## config.mk

```make
export PLATFORM = sky130hd
export DESIGN_NAME = uart_rx
export DESIGN_NICKNAME = d
export VERILOG_FILES = /design/src/rtl/uart_pkg.sv /design/src/rtl/uart_sync_2ff.sv /design/src/rtl/uart_rx.sv
export SDC_FILE = /design/constraint.sdc
export NUM_CORES = 1
export LEC_CHECK = 0
export CORE_ASPECT_RATIO = 0.7
export CORE_MARGIN = 2
export CORE_UTILIZATION = 60
export CTS_CLUSTER_DIAMETER = 80
export DETAILED_ROUTE_END_ITERATION = 16
export PLACE_DENSITY = 0.93
export SLEW_MARGIN = 5
export SYNTH_ARGS = -nofsm -noshare
export SYNTH_HDL_FRONTEND = slang
export SYNTH_HIERARCHICAL = 1
export SYNTH_SLANG_ARGS = --single-unit
```

## constraint.sdc

```tcl
create_clock -name clk -period 3.4 [get_ports clk]
set_input_delay 0.68 -clock clk [delete_from_list [all_inputs] [get_ports clk]]
set_output_delay 0.68 -clock clk [all_outputs]
set_load 0.02 [all_outputs]
```

## src/rtl/uart_pkg.sv

```systemverilog
// Shared 8N1 UART definitions: FSM states, frame constants and bit-period helper.
// Used by both the receiver and the transmitter so a TX/RX pair stays consistent.
package uart_pkg;

    typedef enum logic [2:0] {
        IDLE,
        START,
        DATA,
        STOP,
        BREAK
    } state_t;

    localparam int   DATA_BITS  = 8;
    localparam logic STOP_LEVEL = 1'b1;

    // Clock cycles per bit; callers must keep the result >= 8.
    function automatic int calc_divisor(input int sysclk, input int baudrate);
        return sysclk / baudrate;
    endfunction

endpackage

```

## src/rtl/uart_sync_2ff.sv

```systemverilog
// Two-flop synchroniser for asynchronous inputs with a configurable reset level.
module sync_2ff #(
    parameter int               WIDTH   = 1,
    parameter logic [WIDTH-1:0] RST_VAL = '1
) (
    input  logic             clk,
    input  logic             rst,
    input  logic [WIDTH-1:0] d_i,
    output logic [WIDTH-1:0] q_o
);

    logic [WIDTH-1:0] meta_q;
    logic [WIDTH-1:0] sync_q;

    always_ff @(posedge clk or posedge rst) begin
        if (rst) begin
            meta_q <= RST_VAL;
            sync_q <= RST_VAL;
        end else begin
            meta_q <= d_i;
            sync_q <= meta_q;
        end
    end

    assign q_o = sync_q;

endmodule

```

## src/rtl/uart_rx.sv

```systemverilog
// 8N1 serial receiver: mid-bit sampling from a half-period offset after the start edge,
// one-cycle strobes for good frames and framing errors, break detection.
module uart_rx
    import uart_pkg::*;
#(
    parameter int SYSCLK   = 100_000_000,
    parameter int BAUDRATE = 57600,
    parameter int DIVISOR  = calc_divisor(SYSCLK, BAUDRATE)
) (
    input  logic       clk,
    input  logic       rst,
    input  logic       rxd,
    output logic [7:0] data,
    output logic       o_valid,
    output logic       frame_err,
    output logic       rx_busy
);

    localparam int CNT_W = (DIVISOR > 1) ? $clog2(DIVISOR) : 1;
    localparam int IDX_W = $clog2(DATA_BITS);

    localparam logic [CNT_W-1:0] HALF_LOAD = CNT_W'(DIVISOR / 2 - 1);
    localparam logic [CNT_W-1:0] FULL_LOAD = CNT_W'(DIVISOR - 1);
    localparam logic [IDX_W-1:0] LAST_IDX  = IDX_W'(DATA_BITS - 1);

    logic                 rxd_s;
    state_t               state_q;
    logic [CNT_W-1:0]     cnt_q;
    logic [IDX_W-1:0]     idx_q;
    logic [DATA_BITS-1:0] shift_q;
    logic [7:0]           data_q;
    logic                 valid_q;
    logic                 ferr_q;
    logic                 busy_q;
    logic                 tick;

    sync_2ff #(
        .WIDTH   (1),
        .RST_VAL (1'b1)
    ) u_sync (
        .clk (clk),
        .rst (rst),
        .d_i (rxd),
        .q_o (rxd_s)
    );

    assign tick = (cnt_q == '0);

    always_ff @(posedge clk or posedge rst) begin
        if (rst) begin
            state_q <= IDLE;
            cnt_q   <= '0;
            idx_q   <= '0;
            shift_q <= '0;
            data_q  <= 8'h00;
            valid_q <= 1'b0;
            ferr_q  <= 1'b0;
            busy_q  <= 1'b0;
        end else begin
            valid_q <= 1'b0;
            ferr_q  <= 1'b0;
            case (state_q)
                IDLE: begin
                    if (!rxd_s) begin
                        cnt_q   <= HALF_LOAD;
                        state_q <= START;
                        busy_q  <= 1'b1;
                    end
                end
                START: begin
                    if (!tick) begin
                        cnt_q <= cnt_q - CNT_W'(1);
                    end else if (!rxd_s) begin
                        cnt_q   <= FULL_LOAD;
                        idx_q   <= '0;
                        state_q <= DATA;
                    end else begin
                        // Line went back high before mid-start: treat as noise.
                        state_q <= IDLE;
                        busy_q  <= 1'b0;
                    end
                end
                DATA: begin
                    if (!tick) begin
                        cnt_q <= cnt_q - CNT_W'(1);
                    end else begin
                        shift_q <= {rxd_s, shift_q[DATA_BITS-1:1]};
                        cnt_q   <= FULL_LOAD;
                        idx_q   <= idx_q + IDX_W'(1);
                        if (idx_q == LAST_IDX) begin
                            state_q <= STOP;
                        end
                    end
                end
                STOP: begin
                    if (!tick) begin
                        cnt_q <= cnt_q - CNT_W'(1);
                    end else if (rxd_s == STOP_LEVEL) begin
                        data_q  <= shift_q;
                        valid_q <= 1'b1;
                        state_q <= IDLE;
                        busy_q  <= 1'b0;
                    end else begin
                        ferr_q  <= 1'b1;
                        state_q <= BREAK;
                    end
                end
                BREAK: begin
                    // Hold here until the line idles so a long low produces one error only.
                    if (rxd_s) begin
                        state_q <= IDLE;
                        busy_q  <= 1'b0;
                    end
                end
                default: begin
                    state_q <= IDLE;
                    busy_q  <= 1'b0;
                end
            endcase
        end
    end

    assign data      = data_q;
    assign o_valid   = valid_q;
    assign frame_err = ferr_q;
    assign rx_busy   = busy_q;

endmodule
```

==> results.cfg <==
[clock_network]
clkSinkCount = 38
cts_hold_buf = 0
clk_latency_ns = 0.30
cts_resized = 0
root_buffer = clkbuf_8
cts_tree = built
cts_max_path_buffers = 2
cts_buffers = 5
clk_pin_slew_worst_paths_ns = 0.07
cts_setup_buffers = 0
h-tree-depth = 2

[grt]
grt_max_degree = 37
grt_usage_pct = 25.2
grt_pass1_wl_um = 6640
first_global_vias = 1379
antenna_found_initial = 0
overflow = 0

[critical_path]
crit_type = reg -> reg
start_kind = register
cp.required_ns = 3.58
critPathMaxFanout = 8
arrival_ns = 2.83
cp-end-kind = register

[sta]
fin_crit_ns = 2.65
fmaxAchievable_mhz = 377
finalHoldViolCount = 0
setup_tns_ns = 0
skew_ns = 0.00773
drv_slew = 0
fin_crit_sh_pct = 78.0
finalSetupViolations = 0
relSlewSlack_pct = 46.4
rsz0062_at_grt = no
worst_pin_slew_ns = 0.799

[logic_synthesis]
postSynthNetCount = 166
ys.flop_type = dfrtp_1
synth_cell_types = 50
async_reset_ff_share_pct = 100
syn_area_per_cell_um2 = 11.7
synth_warnings = 6
ys_ff_latch = 38
syn-cell-area_mm2 = 0.00188
synth_edf_count = 0
synthCells = 160
ys_seq_area_share_pct = 50.8

[power]
ir_worst_vdd_mv = 0.274
p_leak_nw = 0.956
power.total_mw = 0.762
powerDensity_mw_per_mm2 = 363

[floorplan]
pin_count = 14
die_area_mm2 = 0.00360
fp.coreArea_mm2 = 0.00288
dieHeight_um = 50.8
fp.dieW_um = 70.8
rows = 16
initial_core_util_pct = 65.1

[cells_and_area]
mostFrequentLayoutCell = dfrtp_1
mostFrequentLayoutCells = dfrtp_1 (36), mux2_2 (18), clkdlybuf4s50_1 (13)
fin_util_pct = 72.7
n_fill_cell = 189
area_growth_pct = 11.7
nets = 180
final_layout_size_suffix_gt1_share_pct = 21.3
diodes = 0

[flow_run]
timing.max_cap.violations = 0

[routing]
wirelength_um = 3970
ant_nets = 0
wl_per_cell_um = 18.9
avgViaCountPerCell = 6.70
drt_iter0_markers = 130
drc = 0
dr.pass1.iters = 5
route.vias.total = 1407

[placement]
gp_congestion = 0.916
port_buffers = 13
hpwl_um = 2880

[outcome]
outcome = finished clean

[hold_path]
min_path_type = reg -> reg
[flip-flops by register name, summed over array words and instances, names as in the netlist]
name and count:
o_valid 1, idx_q 3, shift_q 8, u_sync/meta_q 1, state_q 3, data 8
frame_err 1, cnt_q 11, u_sync/q_o 1, rx_busy 1
[area by class of cell]
class	count	area [um2]	area share [%]
Clock buffer	5	68.8	3.28
Clock inverter	2	10.0	0.478
Inverter	11	41.3	1.97
Multi-Input combinational cell	104	840	40.1
Sequential cell	38	953	45.5
Tap cell	36	45.0	2.15
Timing Repair Buffer	14	138	6.57
[kinds of logic after synthesis]
logic type	after synthesis	share of synthesized area (%)
AO/OA/AOI/OAI	40	17.3
adder cells (fa/ha/maj)	4	2.54
buffers and inverters	18	4.40
flip-flops	38	50.8
multiplexers	20	11.9
AND/OR/NAND/NOR	40	13.0
[layer usage]
layer | vias up | GRT usage, % | share of wire (%) | routed length (um)
met3 | 20 | 9.64 | 8.8 | 350
li1 | 633 | - | - | -
met2 | 83 | 38.3 | 47 | 1860
met4 | 0 | 11.6 | 3.0 | 119
met1 | 671 | 32.2 | 41 | 1640
met5 | - | 0 | 0 | 0
[synth_stat cells, drive strengths merged, types with 2 or more instances]
cell type / number / area (um2)
dfrtp: 36 / 901
mux2: 18 / 203
inv: 11 / 41.3
nand2: 8 / 32.5
nor2: 8 / 30.0
a21oi: 6 / 30.0
a211oi: 5 / 37.5
buf: 5 / 33.8
nor3: 5 / 30.0
nor4: 5 / 52.6
a221oi: 3 / 26.3
a311oi: 3 / 26.3
and3: 3 / 18.8
ha: 3 / 37.5
o31a: 3 / 26.3
a21boi: 2 / 15.0
a21o: 2 / 15.0
a31o: 2 / 17.5
and2: 2 / 12.5
clkbuf: 2 / 7.51
dfstp: 2 / 52.6
mux2i: 2 / 20.0
nand3: 2 / 10.0
o22ai: 2 / 12.5
o31ai: 2 / 28.8
[through the flow]
step	hold WS [ns]	instances	setup WS [ns]	area, um2
after floorplan	0.345	160	1.11	1880
after global placement	0.347	203	0.930	2020
after detailed placement	0.350	203	0.801	2020
after CTS	0.360	210	0.780	2100
after global routing	0.369	210	0.592	2100
final	0.360	210	0.749	2100
[where the power goes]
part	switching [mW]	leakage (nW)	internal (mW)	total, mW
clock network	0.153	0.0438	0.137	0.291
logic	0.0112	0.429	0.00414	0.0153
registers	0.00150	0.483	0.454	0.456
[path summary, 6_finish.rpt]
check | cells past startpoint | slack, ns | from | to
hold reg to reg | 0 | 0.36 | u_sync/meta_q$_DFF_PP1_ | u_sync/q_o$_DFF_PP1_
min in group asynchronous | 2 | 0.74 | rst | u_sync/q_o$_DFF_PP1_
hold / removal | 0 | 0.36 | u_sync/meta_q$_DFF_PP1_ | u_sync/q_o$_DFF_PP1_
setup / recovery | 6 | 0.75 | cnt_q[0]$_DFFE_PP0P_ | data[6]$_DFFE_PP0P_
setup reg to reg | 6 | 0.75 | cnt_q[0]$_DFFE_PP0P_ | data[6]$_DFFE_PP0P_
max in group asynchronous | 3 | 2.26 | rst | shift_q[6]$_DFFE_PP0P_
[critical path: stages (launching register included)]
cell     delay [ns]
dfrtp_1        0.46
inv_1          0.09
ha_1           0.31
or3b_1         0.54
nor4_4         0.30
and3_1         0.44
mux2_2         0.39
(Power assumes the default switching activity.)
==> patch: new RTL, same flow settings <==
`RST_VAL`: 1'b1 -> 1'b0.
--- a/src/rtl/uart_rx.sv
+++ b/src/rtl/uart_rx.sv
@@ -38,3 +38,3 @@
         .WIDTH   (1),
-        .RST_VAL (1'b1)
+        .RST_VAL (1'b0)
     ) u_sync (
Formal check against the unedited RTL: not equivalent (a bounded check fails within 4 cycles, from zero or initial values and one cycle with rst high).
==> patch against the original RTL <==
  * Via count fell by 3.2%
  * Total power shrank 0.75%
  * Sequential cell count unchanged
  * Count of clock-buffer cells in the layout unchanged
  * Clock power fell by 2%
  * Non-clock buffer count unchanged
  * Core utilization is 0.087 points lower
  * Clock skew is 0.0022 ns lower
  * Setup slack improved by 0.024 ns
  * Area after synthesis fell by 0.13%
  * Sequential share of layout area down 0.065 points
  * Critical path depth did not move
  * Routed wire length shrank 6.2%
  * Cell area fell by 0.12%
  * Largest cell class unchanged
  * Largest power group unchanged
==> patch: results (changes against the original RTL) <==
[global_route]
global_route_wire_length_before_repair_um = 6400  ; -3.5%
grt_use_total = 0.237  ; -0.0158
antenna_found_initial = 0  ; unchanged
first_global_vias = 1344  ; -2.5%

[final_layout]
count_of_inserted_antenna_diode_cells = 0  ; unchanged
drive_above_1_share = 0.201  ; -0.0115
fillers = 195  ; +3.2%
final_net_count = 180  ; unchanged

[run_status]
outcome = finished, final reports clean

[synth]
synthTopCellsByCount = sky130_fd_sc_hd__dfrtp_1, sky130_fd_sc_hd__mux2_2, sky130_fd_sc_hd__inv_1, sky130_fd_sc_hd__nor2_1, sky130_fd_sc_hd__nand2_1
synth.distinct_cells = 49  ; -2.0%
ys_dominant_reg_cell = sky130_fd_sc_hd__dfrtp_1
synthesis.yosys.warnings = 6  ; unchanged
synth_area_leaders = sky130_fd_sc_hd__dfrtp_1, sky130_fd_sc_hd__mux2_2, sky130_fd_sc_hd__inv_1
synth_sequential_area_ratio = 0.508  ; -0.000657

[detailed_routing]
starting_drc_count_in_detailed_routing = 138  ; +6.2%
via_count = 1362  ; -3.2%
wirelength_um = 3720  ; -6.2%
routed_wire_length_per_instance_um = 17.7  ; -6.2%

[worst_setup_path]
critical-path-top-delay-family = simple AND/OR/NAND/NOR gates
cp_max_fo = 8  ; unchanged

[clock_tree]
root_buffer = sky130_fd_sc_hd__clkbuf_8
max-clock-path-buffers = 2  ; unchanged
clk_pin_slew_ns = 0.07  ; about the same

[placement]
dp.final_hpwl_um = 2700  ; -6.1%
gp_congestion = 0.932  ; +1.8%
detailedPlace.worstSlack_ns = 0.798  ; -0.00324 ns
placed_area_um2 = 2010  ; -0.12%
port_buffers = 13  ; unchanged

[power]
cell_leakage_power_nw = 0.958  ; +0.24%
vdd_drop_max_uv = 336  ; +23%

[sta]
max_slew.worst_pin.slew_ns = 0.801  ; +0.00263 ns
final.min_clock_period_ns = 2.63  ; -0.0240 ns
timing.clock.skew_ns = 0.00556  ; -0.00216 ns

patch: per-layer routing:
metal  GRT usage  wire [um]  vias to the layer above
met5           0          0                        -
met1       0.325       1650                      673
met3      0.0622        236                       11
met2       0.350       1750                       49
li1            -          -                      629
met4       0.116         80                        0
patch: cell families after synthesis:
| family | synth area share |
|---|---|
| AO/OA/AOI/OAI | 0.174 |
| adder cells (fa/ha/maj) | 0.0254 |
| buffers and inverters | 0.0441 |
| flip-flops | 0.508 |
| multiplexers | 0.119 |
| AND/OR/NAND/NOR | 0.130 |
patch: power breakdown:
part / switching, W / internal [W]
clock network: 0.000149 / 0.000137
registers: 0.00000142 / 0.000453
logic: 0.0000111 / 0.00000412
total: 0.000161 / 0.000595
patch: cell type report:
| cell class | count | area, um^2 | area share |
|---|---|---|---|
| tap | 36 | 45.0 | 0.0215 |
| timing repair buffer | 14 | 138 | 0.0658 |
| clock inverter | 2 | 10.0 | 0.00478 |
| sequential | 38 | 951 | 0.454 |
| multi-input combinational | 104 | 840 | 0.401 |
| clock buffer | 5 | 68.8 | 0.0329 |
| inverter | 11 | 41.3 | 0.0197 |
patch: final timing paths:
path                       depth (start not counted)          start    endpoint
hold / removal                                     0  u_sync/meta_q  u_sync/q_o
setup / recovery                                   6       cnt_q[1]     data[6]
max in group asynchronous                          3            rst     data[6]
setup reg to reg                                   6       cnt_q[1]     data[6]
min in group asynchronous                          2            rst  u_sync/q_o
hold reg to reg                                    0  u_sync/meta_q  u_sync/q_o
patch: per-stage QoR:
stage	utilization	hold slack [ns]
after floorplan	-	0.331
after global placement	0.699	0.336
after detailed placement	0.699	0.344
after CTS	0.726	0.359
after global routing	0.726	0.382
final	0.726	0.363
patch: worst register-to-register path, delay by kind of cell, from the launching register on:
kind	cells	cell delay, ns
fa+ha+maj	1	0.31
buf+inv	1	0.11
flops	1	0.43
mux	1	0.38
simple gates	3	1.27
